--- src/rtl/spi_ram_arbiter.sv ---
// spi_ram_arbiter
// Shares one external SPI RAM between two word-access requesters. Each
// granted request becomes one SPI transaction: command byte (0x03 read,
// 0x02 write), ADDR_BITS address bits (MSB first), then a 32-bit data word
// sent or received little-endian by byte, each byte MSB first.
// Requests are sampled only in IDLE; ties are broken round-robin.
//
// Handshake: a port raises reqN_valid together with its write/addr/wdata
// fields and keeps it high until doneN pulses for one cycle. The fields are
// latched at grant, so the request may be dropped after grant; the
// transaction still completes and doneN still pulses. A request that is
// seen while busy is considered in the next IDLE cycle.
//
// Ports:
//   clk, rstn                      system clock, async active-low reset
//   req{0,1}_valid/_write/_addr/_wdata   per-port request
//   done0, done1                   one-cycle completion pulses
//   rdata                          last read word (valid in done cycle, held)
//   busy                           high whenever the FSM is not in IDLE
//   spi_select/spi_clk/spi_mosi    registered SPI outputs (mode 0, clk/2)
//   spi_miso                       serial data from the RAM
//   dbg_state                      current FSM state
module spi_ram_arbiter #(
  parameter int ADDR_BITS = 24
) (
  input  logic                 clk,
  input  logic                 rstn,
  input  logic                 req0_valid,
  input  logic                 req0_write,
  input  logic [ADDR_BITS-1:0] req0_addr,
  input  logic [31:0]          req0_wdata,
  input  logic                 req1_valid,
  input  logic                 req1_write,
  input  logic [ADDR_BITS-1:0] req1_addr,
  input  logic [31:0]          req1_wdata,
  output logic                 done0,
  output logic                 done1,
  output logic [31:0]          rdata,
  output logic                 busy,
  output logic                 spi_select,
  output logic                 spi_clk,
  output logic                 spi_mosi,
  input  logic                 spi_miso,
  output logic [2:0]           dbg_state
);

  localparam logic [2:0] S_IDLE = 3'd0;
  localparam logic [2:0] S_CMD  = 3'd1;
  localparam logic [2:0] S_ADDR = 3'd2;
  localparam logic [2:0] S_DATA = 3'd3;
  localparam logic [2:0] S_GAP  = 3'd4;

  // Whole transaction is shifted out of one register: cmd, addr, data.
  localparam int SRW = 8 + ADDR_BITS + 32;
  localparam int CW  = $clog2(SRW);
  localparam logic [CW-1:0] CMD_LAST  = CW'(7);
  localparam logic [CW-1:0] ADDR_LAST = CW'(8 + ADDR_BITS - 1);
  localparam logic [CW-1:0] BIT_LAST  = CW'(SRW - 1);

  logic [2:0]     state;
  logic           last;     // port granted most recently
  logic           gnt;      // port owning the running transaction
  logic           wr;       // running transaction is a write
  logic           phase;    // 0: spi_clk low half of a bit, 1: high half
  logic [CW-1:0]  bit_cnt;  // index of the bit currently on the wire
  logic [SRW-1:0] tx_sr;    // bits still to be sent, next bit at MSB
  logic [30:0]    rx_sr;    // bits received so far (last bit joins on the final edge)

  // Arbitration: on a tie grant the port not granted last time.
  logic                 pick;
  logic                 any_req;
  logic                 sel_write;
  logic [ADDR_BITS-1:0] sel_addr;
  logic [31:0]          sel_wdata;
  logic [SRW-1:0]       tx_load;
  logic [31:0]          rx_word;

  always_comb begin
    pick = req1_valid;
    if (req0_valid && req1_valid) begin
      pick = ~last;
    end
  end

  assign any_req   = req0_valid | req1_valid;
  assign sel_write = pick ? req1_write : req0_write;
  assign sel_addr  = pick ? req1_addr  : req0_addr;
  assign sel_wdata = pick ? req1_wdata : req0_wdata;

  // Data bytes go out lowest byte first; reads send zeros in the data phase.
  assign tx_load = {(sel_write ? 8'h02 : 8'h03),
                    sel_addr,
                    (sel_write ? {sel_wdata[7:0], sel_wdata[15:8],
                                  sel_wdata[23:16], sel_wdata[31:24]}
                               : 32'h0)};

  // First received byte sits in the top of the shift register; it belongs
  // in rdata[7:0].
  logic [31:0] rx_full;
  assign rx_full = {rx_sr, spi_miso};
  assign rx_word = {rx_full[7:0], rx_full[15:8], rx_full[23:16], rx_full[31:24]};

  always_ff @(posedge clk or negedge rstn) begin
    if (!rstn) begin
      state      <= S_IDLE;
      last       <= 1'b1;
      gnt        <= 1'b0;
      wr         <= 1'b0;
      phase      <= 1'b0;
      bit_cnt    <= '0;
      tx_sr      <= '0;
      rx_sr      <= '0;
      done0      <= 1'b0;
      done1      <= 1'b0;
      rdata      <= 32'h0;
      spi_select <= 1'b1;
      spi_clk    <= 1'b0;
      spi_mosi   <= 1'b0;
    end else begin
      done0 <= 1'b0;
      done1 <= 1'b0;
      case (state)
        S_IDLE: begin
          if (any_req) begin
            gnt        <= pick;
            last       <= pick;
            wr         <= sel_write;
            spi_select <= 1'b0;
            spi_clk    <= 1'b0;
            spi_mosi   <= tx_load[SRW-1];
            tx_sr      <= {tx_load[SRW-2:0], 1'b0};
            phase      <= 1'b0;
            bit_cnt    <= '0;
            state      <= S_CMD;
          end
        end
        S_CMD, S_ADDR, S_DATA: begin
          if (!phase) begin
            spi_clk <= 1'b1;
            phase   <= 1'b1;
          end else begin
            // Edge ending the high half: sample MISO, start the next bit.
            spi_clk <= 1'b0;
            phase   <= 1'b0;
            rx_sr   <= {rx_sr[29:0], spi_miso};
            if (bit_cnt == BIT_LAST) begin
              state      <= S_GAP;
              spi_select <= 1'b1;
              spi_mosi   <= 1'b0;
              done0      <= ~gnt;
              done1      <= gnt;
              if (!wr) begin
                rdata <= rx_word;
              end
            end else begin
              bit_cnt  <= bit_cnt + 1'b1;
              spi_mosi <= tx_sr[SRW-1];
              tx_sr    <= {tx_sr[SRW-2:0], 1'b0};
              if (bit_cnt == CMD_LAST) begin
                state <= S_ADDR;
              end else if (bit_cnt == ADDR_LAST) begin
                state <= S_DATA;
              end
            end
          end
        end
        S_GAP: begin
          state <= S_IDLE;
        end
        default: begin
          state <= S_IDLE;
        end
      endcase
    end
  end

  assign busy      = (state != S_IDLE);
  assign dbg_state = state;

endmodule
--- config.mk ---
export PLATFORM = sky130hd
export DESIGN_NAME = spi_ram_arbiter
export DESIGN_NICKNAME = d
export VERILOG_FILES = /design/src/rtl/spi_ram_arbiter.sv
export SDC_FILE = /design/constraint.sdc
export NUM_CORES = 1
export LEC_CHECK = 0
export ABC_AREA = 1
export CORE_ASPECT_RATIO = 0.9
export CORE_MARGIN = 5
export CORE_UTILIZATION = 30
export DETAILED_ROUTE_END_ITERATION = 7
export GPL_ROUTABILITY_DRIVEN = 0
export GPL_TIMING_DRIVEN = 0
export SYNTH_ARGS = -nofsm -noshare
export SYNTH_HDL_FRONTEND = slang
export SYNTH_SLANG_ARGS = --single-unit
export TNS_END_PERCENT = 100
--- constraint.sdc ---
create_clock -name clk -period 2.4 [get_ports clk]
set_input_delay 0.36 -clock clk [delete_from_list [all_inputs] [get_ports clk]]
set_output_delay 0.36 -clock clk [all_outputs]
set_load 0.01 [all_outputs]
==> results of run 1 <==
==> final timing paths <==
path | cells after the start | startpoint | slack [ns] | to
setup / recovery | 10 | last$_DFFE_PN1P_ | 0.30 | tx_sr[26]$_DFFE_PN0P_
hold / removal | 2 | rstn | 0.43 | tx_sr[43]$_DFFE_PN0P_
setup reg to reg | 10 | last$_DFFE_PN1P_ | 0.30 | tx_sr[26]$_DFFE_PN0P_
hold reg to reg | 1 | gnt$_DFFE_PN0P_ | 0.44 | done0$_DFF_PN0_
max in group asynchronous | 3 | rstn | 1.11 | rx_sr[19]$_DFFE_PN0P_
min in group clk | 4 | req1_valid | 0.44 | wr$_DFFE_PN0P_
==> area by class of cell <==
type                            count  area (µm²)
Fill cell                        2572       14300
Sequential cell                   143        3580
Multi-Input combinational cell    764        3250
Clock buffer                       20         457
Timing Repair Buffer              160        1620
Clock inverter                     12         135
Tap cell                          336         420
Inverter                           77         289
Buffer                             61         340
==> worst register-to-register path: stages (launching register included) <==
cell and delay [ns]:
dfstp_2 0.53, nand2_1 0.24, nand2_1 0.25, buf_2 0.32, buf_2 0.28, nand2_1 0.07, nand2_1 0.06, inv_1 0.04
nor2_1 0.09, nor2_1 0.06, nor2_1 0.10
==> state kept, by name, summed over array words and instances, names as in the netlist <==
signal,flops
phase,1
gnt,1
spi_mosi,1
dbg_state,3
spi_select,1
bit_cnt,6
wr,1
rdata,32
last,1
tx_sr,63
done1,1
rx_sr,31
done0,1
==> layout by cell type (no fill, tap or decap), types with 3 or more instances in the layout <==
master / n
nand2_1: 437
clkdlybuf4s50_1: 157
dfrtp_1: 141
nor2_1: 137
nand3_1: 129
inv_1: 73
buf_2: 26
nand3b_1: 24
clkbuf_16: 17
clkbuf_1: 16
o21ai_0: 15
buf_6: 8
buf_4: 7
buf_1: 6
nand2_2: 4
clkinvlp_4: 4
nor2_4: 3
inv_2: 3
nand3_2: 3
==> layer usage <==
metal,share of wire,vias up,GRT usage,wire length (µm)
met1,0.47,3201,0.208,9890
li1,-,3565,-,-
met2,0.46,137,0.234,9750
met4,0.014,0,0.0443,305
met5,0,-,0,0
met3,0.058,18,0.0345,1220
==> what timing repair did <==
action | 4_1_cts | 5_1_grt
resized for setup | 0 | 0
hold buffers | 1 | 0
hold endpoints to repair | 49 | 0
==> power by group <==
part           total (µW)  leakage (µW)  internal, µW  switching, µW
clock network        2690      0.000279          1590           1100
registers            3680       0.00184          3210            462
logic                4610       0.00311          1720           2900
==> kinds of logic after synthesis <==
| family | share of synthesized area |
|---|---|
| AOI/OAI and AO/OA | 0.0131 |
| xor gates and xnor gates | 0.00235 |
| adders and majority gates | 0.00168 |
| buffers and inverters | 0.0843 |
| DFF | 0.480 |
| and+or+nand+nor | 0.419 |
==> per-stage QoR <==
stage	hold WS (ns)	worst slack, ns	area, µm²	setup TNS [ns]
3_3_place_gp	0.434	-5.09	9460	-724.91
6_report	0.432	0.301	10100	0
2_1_floorplan	0.0644	0.882	7460	0
4_1_cts	0.401	0.241	10100	0
3_5_place_dp	0.347	-0.163	9490	-3.97
5_1_grt	0.451	0.146	10100	0
==> run metrics, run 1 <==
Setup violations, final=0; Max Root-Sink Buffers=2; Worst Setup Start Kind=flip-flop; mean post-synth cell area=7.14 µm²; PwrDens=1090 mW/mm²; Static Leak=0.00523 µW; # nets final=1,344; max-cap viol count=0; Final Util=0.414; CP Buf/Inv Count=3; RSZ-0062 raised after global routing=false; share of layout cells above drive strength 1=0.0736; 1st-pass router iterations=5; initial antenna violation count=0; most common cell in the netlist=nand2_1; Area growth syn-to-layout=35.3%; syn nets=1,165; number of global-route vias before repair=6,597; All-Layer GR Usage=0.150; Cells after DPL=1,540; Starting Density=0.306; Max stage delay on crit path=0.53 ns; row cnt=54; CTS tree=done; CP max stage cell=dfstp_2; total CTS buffers=17; pin count of the biggest net entering global routing=95; commonest cells in the synthesized netlist=nand2_1 (437), dfrtp_1 (141), nor2_1 (137); Post-Syn Instances=1,045; post-synth top area share=0.473; Max IR drop VDD=475 µV; Layout Cells excl Fill=1,573; I/O pin count=160; diode count=0; die height=160 µm; area leader, netlist=dfrtp_1; slew at the pin with the worst max-slew slack=0.512 ns; Setup Buffers After CTS=0; total wire length=21.2 mm; register area share after synthesis=0.480; FF+latch count, synth=143; worst hold path type=primary input to async pin; mapped cell area=0.00746 mm²; WL/cell=13.5 µm; DP HPWL=15.1 mm; area of the core=0.0244 mm²; clock sinks=143; overall power=11,000 µW; overall die area=0.0281 mm²; Final Hold Fails=0; crit end category=flip-flop; crit-path max FO=10; Post-synth ARST share=1.00; CP required=2.75 ns; PortBufs=158; Max Clk Rate=0.476 GHz; crit-path cells=nand2_1, nand2_1, buf_2, buf_2, nand2_1, nand2_1, inv_1, nor2_1, nor2_1, nor2_1; clock transition at the registers of the reported paths=0.07 ns; status=completed; worst relative slew slack=0.658; critical path arrival=2.45 ns; later-pin clock latency in the skew report=0.43 ns; drt via density=4.40; routed vias=6,921; Max Slew Vio Count=0; Final period util=0.874; EDFF count, synth=0; Setup Skew=0.00812 ns; post-route ant nets=0; most used flip-flop cell after synthesis=dfrtp_1; Period minus WS final=2.10 ns; Root Driver=clkbuf_16; Remaining Overflow, GRT=0; kind of critical path=flip-flop to flip-flop; H-tree depth=4; global-route wire length before repair=34.3 mm; DR iter-0 viols=459; DRC Markers=0; top cells by area, synth=dfrtp_1 (47%), nand2_1 (22%), nand3_1 (8.7%), nor2_1 (6.9%), inv_1 (3.7%); CP top delay family=simple AND/OR/NAND/NOR gates; critical path's most frequent cell=nand2_1; Synth Warn #=0; Die Width=176 µm; Synth cell types=27
No activity file was read; power rests on OpenSTA's default activity.
==> run 2, diff against run 1 <==
clock period = 1.97 ns   (was 2.4 ns; I/O delays follow)
==> run 2 against run 1 <==
Against the previous run: maximum frequency up 15%; global-route usage is essentially flat; critical path depth is 2 lower; via count about the same; power up 22%; clock skew grew 0.0017 ns; cell area increased by 0.26%; clock-buffer cell count stayed put; critical endpoint is now tx_sr[29]$_DFFE_PN0P_; largest power group unchanged; highest routed layer unchanged.
==> run metrics, run 2 (same netlist as run 1, synthesis figures left out) <==
Period minus WS final=1.83 ns (-0.272 ns); Sequential Power Share=0.334 (about the same); commonest cells after routing, fill and taps aside=nand2_1 (436), clkdlybuf4s50_1 (156), dfrtp_1 (141), nor2_1 (137), nand3_1 (129); slew at the pin with the worst max-slew slack=0.519 ns (+0.00627 ns); All-Layer GR Usage=0.150 (about the same); Static Leak=0.00525 µW (+0.45%); flip-flop and latch area=0.00358 mm² (unchanged); routed vias=6,917 (-0.058%); WL/cell=13.4 µm (-0.20%); worst relative slew slack=0.654 (-0.00418); flop-to-flop setup slack=0.14 ns (-0.16 ns); Max IR drop VDD=575 µV (+21%); RSZ-0062 raised after global routing=false; clock transition at the registers of the reported paths=0.07 ns (about the same); number of flip-flops in the largest register=63 (unchanged); drt via density=4.39 (-0.12%); global-route wire length before repair=34.3 mm (about the same); Max Slew Vio Count=0 (unchanged); overall power=13,400 µW (+22%); Max Root-Sink Buffers=2 (unchanged); Remaining Overflow, GRT=0 (unchanged); Setup violations, final=0 (unchanged); overall die area=0.0281 mm² (unchanged); worst hold path type=primary input to async pin; initial antenna violation count=0 (unchanged); Area growth syn-to-layout=35.6%; Starting Density=0.306 (unchanged); DRC Markers=0 (unchanged); Setup Skew=0.00981 ns (+0.00169 ns); DP HPWL=15.1 mm (unchanged); Root Driver=clkbuf_16; Worst R2R Path Depth=8 (-2); DR iter-0 viols=459 (unchanged); Final period util=0.927 (+0.0527); later-pin clock latency in the skew report=0.43 ns (about the same); pin count of the biggest net entering global routing=95 (unchanged); pre-CTS setup slack=-0.529 ns (-0.366 ns); crit-path max FO=10 (unchanged); Worst Setup Start Kind=flip-flop; # nets final=1,345 (+0.074%); diode count=0 (unchanged); area of the core=0.0244 mm² (unchanged); commonest non-fill, non-tap cell in the layout=nand2_1; sw frac=0.405 (-0.00103); die height=160 µm (unchanged); Final Util=0.415 (+0.00108); Die Width=176 µm (unchanged); clock sinks=143 (unchanged); total wire length=21.1 mm (-0.14%); H-tree depth=4 (unchanged); P_sw=5420 µW (+22%); PwrDens=1320 mW/mm² (+22%); CP required=2.28 ns (-0.47 ns); share of layout cells above drive strength 1=0.0775 (+0.00398); Max Clk Rate=0.547 GHz (+15%); max-cap viol count=0 (unchanged); status=completed; fin worst setup slack=0.143 ns (-0.158 ns); I/O pin count=160 (unchanged); clock power share=0.244 (about the same); total CTS buffers=17 (unchanged); worst reg2reg endpoint=tx_sr[29]$_DFFE_PN0P_; post-route ant nets=0 (unchanged); fill cell count=2,573 (+0.039%); kind of critical path=flip-flop to flip-flop; internal power=7970 µW (+22%); Final Hold Fails=0 (unchanged); multi-input logic area=0.00325 mm² (about the same); Largest regs=tx_sr: 63 flops, rdata: 32 flops, rx_sr: 31 flops; crit path launch=last$_DFFE_PN1P_; number of global-route vias before repair=6,604 (+0.11%); 1st-pass router iterations=5 (unchanged); Setup crit end=tx_sr[29]$_DFFE_PN0P_; Reg-to-Reg Start=last$_DFFE_PN1P_; CTS tree=done; critical path arrival=2.14 ns (-0.31 ns); combinational power share=0.422 (+0.002); row cnt=54 (unchanged); PortBufs=158 (unchanged); crit end category=flip-flop; Reg with most FFs=tx_sr
==> run 2: cell types whose count changed in the layout (fill, tap and decap cells not counted), sizes merged <==
cell,delta
buf,-3
clkdlybuf4s50,-1
dlymetal6s2s,+1
clkbuf,+4
==> run 2: power groups by stage <==
stage                     logic, µW  registers [µW]  clock network [µW]
final                          5650            4480                3270
after global routing           6490            4590                3460
after CTS                      5740            4480                3340
after detailed placement       5670            4520                   0
after global placement         5570            4500                   0
after floorplan                4070            4410                   0
==> run 2: metal layers <==
metal | routed length (µm) | track usage
met1 | 9960 | 0.208
met2 | 9740 | 0.234
met3 | 1120 | 0.0345
met4 | 316 | 0.0443
met5 | 0 | 0
==> run 2: final cells by class <==
| type | instances | share of cell area |
|---|---|---|
| Clock inverter | 12 | 0.0134 |
| Buffer | 61 | 0.0350 |
| Timing Repair Buffer | 161 | 0.161 |
| Clock buffer | 20 | 0.0451 |
| Tap cell | 336 | 0.0415 |
| Multi-Input combinational cell | 764 | 0.322 |
| Inverter | 77 | 0.0286 |
| Sequential cell | 143 | 0.354 |
==> run 2: through the flow <==
stage | hold slack, ns | instance area, µm² | setup TNS, ns | std cells
3_5_place_dp | 0.283 | 9490 | -24.80 | 1540
6_report | 0.367 | 10100 | 0 | 1574
4_1_cts | 0.337 | 10100 | 0 | 1574
3_3_place_gp | 0.434 | 9460 | -797.83 | 1539
2_1_floorplan | -0.0000911 | 7460 | 0 | 1045
5_1_grt | 0.387 | 10100 | 0 | 1574
==> run 2: repair_timing <==
item / 4_1_cts / 5_1_grt
resized for setup: 3 / 7
endpoints found under the hold margin: 49 / 0
buffers inserted: 1 / 0
pin swaps: 1 / 0
setup endpoints to repair: 55 / 17
hold buffers: 1 / 0
==> run 2: worst min path at each step <==
stage,start,to,slack [ns],cells after the start
floorplan,rstn,bit_cnt[0]$_DFFE_PN0P_,-0.00009,0
global placement,gnt$_DFFE_PN0P_,done0$_DFF_PN0_,0.43,1
detailed placement,rstn,tx_sr[43]$_DFFE_PN0P_,0.28,1
CTS,req1_valid,wr$_DFFE_PN0P_,0.34,4
global route,req1_valid,wr$_DFFE_PN0P_,0.39,4
finish,rstn,tx_sr[43]$_DFFE_PN0P_,0.37,2
==> run 2: critical path, stage by stage, from the launching register on <==
cell and delay [ns]:
dfstp_2 0.54, nand2_2 0.15, nand2_1 0.18, nand2_1 0.12, nand3_1 0.24, buf_4 0.24
nor2_1 0.05, nor2_1 0.13, nor2_1 0.06
